$ cat config.mk
export PLATFORM = sky130hd
export DESIGN_NAME = shift_sequencer
export DESIGN_NICKNAME = d
export VERILOG_FILES = /design/src/rtl/shifter_types.sv /design/src/rtl/shifter.sv /design/src/rtl/shift_sequencer.sv
export SDC_FILE = /design/constraint.sdc
export NUM_CORES = 1
export LEC_CHECK = 0
export CORE_ASPECT_RATIO = 1.2
export CORE_MARGIN = 2
export CORE_UTILIZATION = 56
export DETAILED_ROUTE_END_ITERATION = 7
export PLACE_DENSITY = 0.95
export SYNTH_ARGS = -nofsm -noshare
export SYNTH_HDL_FRONTEND = slang
export SYNTH_HIERARCHICAL = 1
export SYNTH_SLANG_ARGS = --single-unit
export TNS_END_PERCENT = 30
$ cat constraint.sdc
create_clock -name clk -period 6.5 [get_ports clk]
set_input_delay 1.3 -clock clk [delete_from_list [all_inputs] [get_ports clk]]
set_output_delay 1.3 -clock clk [all_outputs]
set_load 0.02 [all_outputs]
$ cat src/rtl/shifter_types.sv
// Shared types for the shift sequencer: shifter command encoding and sequencer FSM states.
package shifter_types;

  localparam int DATA_W = 32;

  // Three bits wide so that unused encodings exist; they make the shifter output zero.
  typedef enum logic [2:0] {
    SHL = 3'd0,
    SHR = 3'd1,
    ROL = 3'd2,
    ROR = 3'd3
  } cmd_t;

  typedef enum logic [1:0] {
    IDLE = 2'd0,
    RUN  = 2'd1,
    DONE = 2'd2
  } seq_state_t;

endpackage

$ cat src/rtl/shifter.sv
// Single-bit shifter step: shifts or rotates B by one position through the carry.
module shifter
  import shifter_types::*;
(
  input  cmd_t              cmd,
  input  logic [DATA_W-1:0] B,
  input  logic              Cin,
  output logic [DATA_W-1:0] data,
  output logic              C
);

  // One step of the selected operation; unknown commands give zero data and zero carry.
  always_comb begin
    data = '0;
    C    = 1'b0;
    case (cmd)
      SHL: begin
        data = {B[DATA_W-2:0], 1'b0};
        C    = 1'b0;
      end
      SHR: begin
        data = {1'b0, B[DATA_W-1:1]};
        C    = 1'b0;
      end
      ROL: begin
        data = {B[DATA_W-2:0], Cin};
        C    = B[DATA_W-1];
      end
      ROR: begin
        data = {Cin, B[DATA_W-1:1]};
        C    = B[0];
      end
      default: begin
        data = '0;
        C    = 1'b0;
      end
    endcase
  end

endmodule

$ cat src/rtl/shift_sequencer.sv
// Multi-cycle shift sequencer: applies one shifter step per RUN cycle, count times,
// then presents the result with a one-cycle done pulse and holds it.
module shift_sequencer
  import shifter_types::*;
#(
  parameter int COUNT_W = 5
) (
  input  logic               clk,
  input  logic               rst,
  input  logic               start,
  input  cmd_t               cmd,
  input  logic [COUNT_W-1:0] count,
  input  logic [DATA_W-1:0]  din,
  input  logic               cin,
  output logic               busy,
  output logic               done,
  output logic [DATA_W-1:0]  dout,
  output logic               cout
);

  seq_state_t         state_q, state_d;
  cmd_t               cmd_q, cmd_d;
  logic [COUNT_W-1:0] cnt_q, cnt_d;
  logic [DATA_W-1:0]  acc_q, acc_d;
  logic               carry_q, carry_d;
  logic [DATA_W-1:0]  dout_q, dout_d;
  logic               cout_q, cout_d;

  logic [DATA_W-1:0]  step_data;
  logic               step_c;

  shifter u_shifter (
    .cmd  (cmd_q),
    .B    (acc_q),
    .Cin  (carry_q),
    .data (step_data),
    .C    (step_c)
  );

  // State and datapath registers, all cleared by the asynchronous reset.
  always_ff @(posedge clk or posedge rst) begin
    if (rst) begin
      state_q <= IDLE;
      cmd_q   <= SHL;
      cnt_q   <= '0;
      acc_q   <= '0;
      carry_q <= 1'b0;
      dout_q  <= '0;
      cout_q  <= 1'b0;
    end else begin
      state_q <= state_d;
      cmd_q   <= cmd_d;
      cnt_q   <= cnt_d;
      acc_q   <= acc_d;
      carry_q <= carry_d;
      dout_q  <= dout_d;
      cout_q  <= cout_d;
    end
  end

  // Next-state logic: accept in IDLE, step in RUN, publish result on entry to DONE.
  always_comb begin
    state_d = state_q;
    cmd_d   = cmd_q;
    cnt_d   = cnt_q;
    acc_d   = acc_q;
    carry_d = carry_q;
    dout_d  = dout_q;
    cout_d  = cout_q;
    case (state_q)
      IDLE: begin
        if (start) begin
          cmd_d   = cmd;
          cnt_d   = count;
          acc_d   = din;
          carry_d = cin;
          if (count != '0) begin
            state_d = RUN;
          end else begin
            // Zero-length operation: the operand itself is the result.
            state_d = DONE;
            dout_d  = din;
            cout_d  = cin;
          end
        end
      end
      RUN: begin
        acc_d   = step_data;
        carry_d = step_c;
        if (cnt_q != '0) begin
          cnt_d = cnt_q - COUNT_W'(1);
        end
        // The step taken on this edge is the last one when one step remains.
        if (cnt_q <= COUNT_W'(1)) begin
          state_d = DONE;
          dout_d  = step_data;
          cout_d  = step_c;
        end
      end
      DONE: begin
        state_d = IDLE;
      end
      default: begin
        state_d = IDLE;
      end
    endcase
  end

  assign busy = (state_q != IDLE);
  assign done = (state_q == DONE);
  assign dout = dout_q;
  assign cout = cout_q;

endmodule
# --- Word-level counts from Yosys, hierarchy flattened ---
# Cells that the tools add are included.
totals:
  rom_bits: 0
  word_cells: 50
  input_bits: 44
  out_inout_bits: 35
  mem_count: 0
  reg_bits: 76
  mem_bits_rw: 0
  latch_bits: 0
op_classes:
  n_shift: 0
  mux: 21
  addsub: 1
  div_mod_pow: 0
  reduce_logical: 11
  n_eq_ne: 9
  bitwise: 0
  magnitude_cmp: 1
  n_mul: 0
ops:
  columns: ["cell", "count"]
  rows:
  - ["two-way mux 32 bit", 4]
  - ["one-hot mux 32 bit (2 select lines)", 2]
  - ["one-hot mux 32 bit (4 select lines)", 1]
  - ["two-way mux 5 bit", 2]
  - ["one-hot mux 5 bit (2 select lines)", 1]
  - ["nonzero test 5 bit", 2]
  - ["inequality test 2 bit (second input constant)", 4]
  - ["equality test 3 x 2 -> 1 bit (second input constant)", 2]
  - ["two-way mux 2 bit", 3]
  - ["one-hot mux 1 bit (2 select lines)", 3]
  - ["AND reduction 2 bit", 3]
  - ["<= comparator 5 x 1 -> 1 bit (second input constant)", 1]
  - ["subtractor 5 x 1 -> 5 bit (second input constant)", 1]
  - ["two-way mux 1 bit", 4]
  - ["one-hot mux 2 bit (2 select lines)", 1]
  - ["AND reduction 4 bit", 1]
  - ["nonzero test 2 bit", 2]
  - ["equality test 3 x 1 -> 1 bit (second input constant)", 1]
  - ["logical NOT 3 bit", 1]
  - ["AND reduction 3 bit", 1]
  - ["equality test 2 x 1 -> 1 bit (second input constant)", 1]
  - ["equality test 2 bit (second input constant)", 1]
  - ["logical NOT 2 bit", 1]

# --- Depth between registers and ports, before layout ---
depth:
  word_depth: 4
  mapped_depth: 7
  ltp_nobuf: 6

# --- By module ---
# The synthesis kept the hierarchy.
modules_own_cells:
  columns: ["mod", "n_inst", "area_per_inst_um2", "seq_area_each_um2", "cells_each"]
  rows:
  - ["shift_sequencer", 1, 3420.8, 1901.8, 304]
  - ["shifter", 1, 559.3, 0.0, 74]

# --- Worst setup path before layout ---
# No wires, ideal clock.
synth_path:
  path_kind: "input -> register"
  startpoint: "input port count[1]"
  endpoint: "register dout_q[0], in the netlist dout[0]"
  arrival_time_ns: 2.789
  path_buffers: 1
  required_ns: 6.375
  path_slack_ns: 3.587
  cell_stages: 4
  setup_time_ns: 0.125
  cell_sequence: "or4_1 -> o32ai_4 -> buf_6 -> mux2_2"
synth_via:
  elab_chain_len: 3
synth_rtl:
  columns: ["item", "line_no", "text"]
  rows:
  - ["start, declared", "shift_sequencer.sv:12", "input logic [COUNT_W-1:0] count,"]
  - ["nonzero test 5 bit", "shift_sequencer.sv:77", "if (count != '0) begin"]
  - ["inequality test 2 bit (no line)", null, null]
  - ["AND reduction 4 bit (no line)", null, null]
  - ["end signal, assigned", "shift_sequencer.sv:56", "dout_q <= dout_d;"]
  - ["end, declared", "shift_sequencer.sv:26", "logic [DATA_W-1:0] dout_q, dout_d;"]
# No other way between the ends.
# A chain may end at the register's enable or synchronous reset.

# --- Worst setup path in the final report ---
layout_path:
  startpoint: "input port start"
  endpoint: "register dout_q[17], in the netlist dout[17]"
layout_via:
  elab_chain_len: 2
layout_rtl:
  columns: ["item", "line_no", "text"]
  rows:
  - ["start, declared", "shift_sequencer.sv:10", "input logic start,"]
  - ["inequality test 2 bit (no line)", null, null]
  - ["AND reduction 4 bit (no line)", null, null]
# No other way between the ends.

==> results by group <==
Clock tree
  – CTS Root Cell: clkbuf_8
  – H-tree Lvls: 3
  – Hold buffer count at CTS: 0
  – CTS Buffer Depth: 2
  – CTS tree: yes
  – Worst-Skew Late Latency: 350 ps
  – Reg clk slew, reported paths: 70 ps
  – Clock sinks: 76
  – Post-CTS sizing: 0
  – CTS buffer count: 9
  – Postcts setup bufs: 0

Setup path
  – Crit path DAT: 3960 ps
  – CP Capture Type: register
  – Critical Path Start Type: input pin
  – CP top delay family: buffers and inverters
  – Critical path class: input pin to register
  – Buffer and inverter count on the worst path: 2
  – Critical path depth: 5
  – Worst Path Max Fanout: 18
  – Crit-path slowest cell: o32ai_4
  – CP required: 6730 ps
  – CP max stage delay: 790 ps
  – Worst reg2reg path depth: 4
  – CP Cell Sequence: clkdlybuf4s50_1 -> or3b_1 -> o32ai_4 -> buf_4 -> mux2_2

Pwr
  – Clock power share: 14.9%
  – Switching pwr: 0.959 mW
  – PwrDens: 495 mW/mm^2
  – Lkg Pwr: 2.26 nW
  – Flop pwr share: 37.3%
  – Power share of the combinational group: 47.8%
  – Maximum VDD drop: 0.342 mV
  – Tot Pwr: 2.44 mW
  – Sw Share: 39.4%
  – Pint: 1.48 mW

Global route
  – Vias in the first global route: 3113
  – Met1 usage in global routing: 27.0%
  – GRT overflow: 0
  – Gr usage total: 23.0%
  – Global-route wire length before repair: 13800 um
  – Initial antenna violation count: 0
  – Met2 usage: 40.6%
  – Grt peak-use layer: met2
  – Met3 Use GR: 3.28%
  – Largest net degree at the start of global routing: 62

STA
  – Setup tns final: 0 ps
  – Final setup margin: 2770 ps
  – Relative slew slack: 25.3%
  – WHS: 512 ps
  – Fmax achieved: 268 MHz
  – Setup Skew: 8.60 ps
  – Worst-margin pin slew: 1120 ps
  – RSZ-0062 raised after global routing: no
  – Minimum clock period: 3730 ps
  – Endpoints failing setup: 0
  – Hold Fails Final Rpt: 0
  – Final Cycle Share: 57.4%
  – Slew Viols, Final: 0

Placement
  – DP HPWL: 5620 um
  – DP Worst Slack: 2380 ps
  – Dpl cells: 521
  – IO Port Bufs: 78
  – GPL Wtd Cong: 0.868

Routing
  – Vias per inst: 5.45
  – Post-route ant nets: 0
  – DRC Markers: 0
  – Avg WL per Cell: 15.6 um
  – Drt first pass iters: 4
  – Initial DRC count: 175
  – Routed wire length: 8390 um
  – Via count: 2925

Floorplanning
  – Starting Density: 58.1%
  – Std-Cell Rows: 33
  – Die height: 96.4 um
  – Die footprint: 0.00780 sq mm
  – Io pins: 79
  – Area of the core: 0.00685 sq mm
  – Die W: 81.0 um

Yosys
  – #FFs+latches synth: 76
  – Sequential element share of the synthesized area: 47.8%
  – Syn nets: 424
  – EDFF count, synth: 0
  – Post-synth top cells: nand2_1, dfrtp_1, mux2_2
  – Area fraction of the dominant cell type after synthesis: 47.8%
  – Yosys cell types: 33
  – FFs w/ async S/R, synth: 100%
  – Yosys warnings: 6
  – Most frequent cell after synthesis: nand2_1
  – Largest cells by area after synthesis: dfrtp_1, mux2_2, mux2i_1
  – Mapped Cells: 378
  – Mapped cell area: 0.00398 sq mm
  – Post-synth top area cell: dfrtp_1
  – Ys flop type: dfrtp_1
  – Syn Area/Cell: 10.5 sq um

Status
  – Status: finished, final reports clean

Cells and area
  – Antenna Diode Count: 0
  – Share of cells above drive strength 1: 18.7%
  – Fin nets: 491
  – Post-Layout Cell Count: 537
  – P&R area growth vs syn: 23.8%

Job
  – Maxcap violations: 0

Worst hold path
  – Hold Path Class: register to register
  – Hold Path Depth: 1
[through the flow]
step / utilization (%) / instance area, sq um
final: 71.9 / 4930
after CTS: 71.9 / 4930
after detailed placement: 68.9 / 4720
after global routing: 71.9 / 4930
after global placement: 68.9 / 4720
after floorplan: - / 3980
[cell families after synthesis]
group | Yosys count | synth area share (%)
and+or+nand+nor | 139 | 14.4
muxes | 101 | 27.2
DFF | 76 | 47.8
buffers and inverters | 34 | 5.50
AOI/OAI and AO/OA | 26 | 4.46
adders and majority gates | 2 | 0.629
[cells in the final DEF (no fill, tap or decap), drive strengths merged, types with 2 or more instances in the layout]
master | netlist | layout
nor2b | 3 | 3
nor3b | 2 | 2
a32o | 2 | 2
nand2b | 3 | 3
nor2 | 35 | 35
clkbuf | 13 | 11
dfrtp | 76 | 76
nand2 | 88 | 88
clkinv | 0 | 4
clkdlybuf4s50 | 0 | 78
inv | 9 | 9
mux2 | 57 | 57
o21ai | 13 | 13
mux2i | 44 | 44
buf | 12 | 3
a21oi | 5 | 5
ha | 2 | 2
nor3 | 2 | 2
[power groups by stage]
stage               clock [mW]  combinational, mW  sequential (mW)
floorplan                    0              0.810            0.919
global placement             0               1.12            0.903
detailed placement           0               1.16            0.915
CTS                      0.370               1.17            0.909
global route             0.390               1.27            0.942
finish                   0.363               1.16            0.909
[routing by layer]
metal  routed length (um)  part of all wire, %
met1                 3540                   42
met2                 4380                   52
met3                  292                  3.5
met4                  185                  2.2
met5                    0                    0
[layout make-up]
type | instances | area [sq um]
Clock buffer | 11 | 151
Clock inverter | 5 | 50.0
Fill cell | 510 | 1930
Inverter | 9 | 33.8
Multi-Input combinational cell | 268 | 1880
Sequential cell | 76 | 1900
Tap cell | 87 | 109
Timing Repair Buffer | 81 | 803
[sequential cells by signal, summed over array words and instances, names as in the netlist]
| register | cells |
|---|---|
| acc_q | 32 |
| dout | 32 |
| cnt_q | 5 |
| cmd_q | 3 |
| state_q | 2 |
| carry_q | 1 |
| cout | 1 |
[worst paths after layout]
kind / start / to / slack (ps)
max: start / dout[17] / 2770
min: dout[9] / dout[9] / 510
max reg2reg: state_q[0] / dout[17] / 3740
min reg2reg: dout[9] / dout[9] / 510
max in group asynchronous: rst / cmd_q[0] / 4160
min in group asynchronous: rst / dout[21] / 1220
[worst reg2reg max path: stages, from the launching register on]
cell and delay [ps]:
dfrtp_1 480, or3b_1 580, o32ai_4 790, buf_4 410
mux2_2 380
(Power assumes the default switching activity.)
==> RTL change 1, RTL diff (config.mk and constraints unchanged) <==
Put a register stage on the outputs `busy` and `done`, cleared by the reset. The values now appear one clock later. The other outputs are not delayed to match. Comments in the files are not updated.
--- a/src/rtl/shift_sequencer.sv
+++ b/src/rtl/shift_sequencer.sv
@@ -108,4 +108,11 @@
 
-  assign busy = (state_q != IDLE);
-  assign done = (state_q == DONE);
+  always_ff @(posedge clk or posedge rst) begin
+    if (rst) begin
+      busy <= '0;
+      done <= '0;
+    end else begin
+      busy <= (state_q != IDLE);
+      done <= (state_q == DONE);
+    end
+  end
   assign dout = dout_q;
Formal check against the unedited RTL: not equivalent (Yosys sat finds a counterexample within 4 cycles, from zero or initial values and one cycle with rst high).
==> RTL change 1 against the original RTL <==
Clock skew up 0.00060 ns; routed wire length up 0.15%; sequential share of layout area up 0.62 points; sequential cell count up 2; power up 0.75%; register-to-register slack about the same; area after synthesis up 1.3%; worst setup slack worse by 0.030 ns; final area up 1.0%; critical path type unchanged.
==> RTL change 1: results (changes against the original RTL) <==
metric;value;unit;change
status;finished clean;;
ys_top_cells_by_count;88 x nand2_1, 78 x dfrtp_1, 57 x mux2_2;;
viasPerCell;5.47;;+0.45%
grt_pass1_vias;3129;;+0.51%
grt_pass1_wl;14.0;mm;+1.4%
cp.arrival;3.99;ns;+0.03 ns
p_sw;961;uW;+0.14%
use_met1;28.0;%;+1.0 points
dpl.cell_count;523;;+0.38%
wl_met3;288;um;-1.4%
whs;0.515;ns;+0.00280 ns
grt_usage;22.5;%;-0.54 points
wirelength;8.41;mm;+0.15%
buf_share;16.1;%;-0.16 points
syn_inst;380;;+0.53%
grt_max_degree;79;;+27%
first_pass_iters;5;;+1
nClkBuffers;12;;+1
p_seq;925;uW;+2%
drive_gt1_share;18.4;%;-0.30 points
peakVddDrop;290;uV;-15%
fin_ws;2.74;ns;-0.0303 ns
internal_power;1.49;mW;+1.2%
clock_sink_count;78;;+2.6%
sh_seq_area;39.3;%;+0.62 points
finClkSkew;0.00920;ns;+0.000600 ns
p_leak;2.28;nW;+0.95%
multi_input_area_share;37.7;%;-0.38 points
fillCellCount;480;;-5.9%
max_slew_margin;22.9;%;-2.4 points
seq_area;1950;sq um;+2.6%
area_delta_synth_final;23.5;%;
nets;493;;+0.41%
comb_power_share;47.4;%;-0.4 points
synth_nets;426;;+0.47%
[RTL change 1: worst paths after layout]
kind | end | cells after the start
max in group asynchronous | cmd_q[0]$_DFFE_PP0P_ | 3
min in group asynchronous | dout[21]$_DFFE_PP0P_ | 3
max | dout[15]$_DFFE_PP0P_ | 5
min | dout[6]$_DFFE_PP0P_ | 1
min reg2reg | dout[6]$_DFFE_PP0P_ | 1
max reg2reg | dout[15]$_DFFE_PP0P_ | 4
[RTL change 1: kinds of logic after synthesis]
logic type,Yosys count,synth area share (%)
AO/OA/AOI/OAI,26,4.41
AND/OR/NAND/NOR,139,14.3
buffers and inverters,34,5.43
adder cells (fa/ha/maj),2,0.621
multiplexers,101,26.9
flip-flops,78,48.4
[RTL change 1: critical path, cell delays in order]
cell,delay [ns]
clkdlybuf4s50_1,0.55
or3b_1,0.55
o32ai_4,0.78
buf_4,0.42
mux2_2,0.38
==> RTL change 2, RTL diff (same settings) <==
Made on the original files. `COUNT_W`: 5 -> 10.
--- a/src/rtl/shift_sequencer.sv
+++ b/src/rtl/shift_sequencer.sv
@@ -5,3 +5,3 @@
 #(
-  parameter int COUNT_W = 5
+  parameter int COUNT_W = 10
 ) (
Ports: changed (resized count); port bits go from 79 to 84. No check against the original RTL was run, so the function may have changed too.
==> RTL change 2 against the original RTL <==
Sequential cell count grew 5; first-iteration DRC count grew 53%; register-to-register slack lost 0.26 ns; power grew 18%; clock power grew 8.8%; worst setup slack gained 0.36 ns; global-route usage grew 1.4 points; routed wire length grew 18%; area after synthesis grew 11%; critical path depth grew 1; final area grew 9.8%; clock skew grew 0.0035 ns; core utilization shrank 1.3 points; largest power group unchanged; highest routed layer unchanged.
==> RTL change 2: results (changes against the original RTL) <==
metric;value;unit;change
status;finished clean;;
worstMarginPinSlew;1.16;ns;+0.0369 ns
cp_max_fo;34;;+16
finClkSkew;0.0121;ns;+0.00354 ns
io_buffers;83;;+6.4%
viasPerCell;5.79;;+6.2%
ys_top_cells_by_count;99 x nand2_1, 81 x dfrtp_1, 47 x mux2_2;;
grt_usage;24.4;%;+1.4 points
num_vias;3396;;+16%
dpl_cell_area;5200;sq um;+10%
hpwlAfterDp;6.72;mm;+20%
ff2ff_setup_slack;3.48;ns;-0.26 ns
r2r_cells;5;;+1
yosys-top-cells-area;dfrtp_1 46%, mux2_2 12%, mux2i_1 8.6%, nand2_1 8.4%, mux2_4 5.5%;;
place_ws;2.79;ns;+0.407 ns
hold_path.startpoint;dout[24]$_DFFE_PP0P_;;
grt_max_degree;72;;+16%
cp.arrival;3.61;ns;-0.35 ns
max_stage_delay;0.51;ns;-0.28 ns
peakVddDrop;333;uV;-2.6%
gp_congestion;0.914;;+5.4%
dr.first_iter.drc_count;267;;+53%
drive_gt1_share;18.4;%;-0.28 points
synth_nets;472;;+11%
min_to;dout[24]$_DFFE_PP0P_;;
p_leak;2.49;nW;+9.9%
synth_seq_area_share;46.0;%;-1.7 points
wl_per_cell;16.9;um;+7.9%
whs;0.514;ns;+0.00178 ns
synth_cell_types;44;;+33%
syn_inst;420;;+11%
dpl.cell_count;571;;+9.6%
nets;542;;+10%
cp_slowest_cell;buf_4;;
## RTL change 2: worst max path at each step
stage / from / to / slack, ns / depth (start not counted)
5_1_grt: start / cnt_q[1]$_DFFE_PP0P_ / 3.01 / 5
6_report: count[6] / dout[28]$_DFFE_PP0P_ / 3.12 / 6
4_1_cts: count[6] / dout[28]$_DFFE_PP0P_ / 3.19 / 6
2_1_floorplan: rst / acc_q[0]$_DFFE_PP0P_ / 3.12 / 1
3_5_place_dp: start / cnt_q[9]$_DFFE_PP0P_ / 2.79 / 5
3_3_place_gp: count[6] / dout[18]$_DFFE_PP0P_ / 2.90 / 6
## RTL change 2: cell type report
cell class / count / area [sq um]
inverters: 7 / 27.5
flip-flops and latches: 81 / 2030
clock buffers: 10 / 128
well taps: 92 / 115
repair buffers: 86 / 853
clock inverters: 6 / 82.6
multi-input cells: 305 / 2180
fillers: 530 / 2250
## RTL change 2: routing by layer
metal	up-vias	share of wire, %	track usage (%)	routed length (um)
met5	-	0	0	0
met4	0	1.8	9.04	181
met3	24	4.9	3.60	483
met2	122	51	41.8	5080
met1	1663	42	31.6	4160
li1	1587	-	-	-
## RTL change 2: report_power, final
| group | internal (mW) | switching [mW] | total [mW] |
|---|---|---|---|
| sequential | 0.744 | 0.286 | 1.03 |
| combinational | 0.752 | 0.703 | 1.45 |
| clock | 0.215 | 0.181 | 0.395 |
## RTL change 2: kinds of logic (layout without fill, tap and decap cells)
| family | count (synthesis) | in the layout | synth area share [%] |
|---|---|---|---|
| AO/OA/AOI/OAI | 42 | 42 | 6.57 |
| multiplexers | 101 | 101 | 26.1 |
| adder cells (fa/ha/maj) | 3 | 3 | 0.853 |
| flip-flops | 81 | 81 | 46.0 |
| buffers and inverters | 34 | 109 | 4.95 |
| AND/OR/NAND/NOR | 159 | 159 | 15.5 |
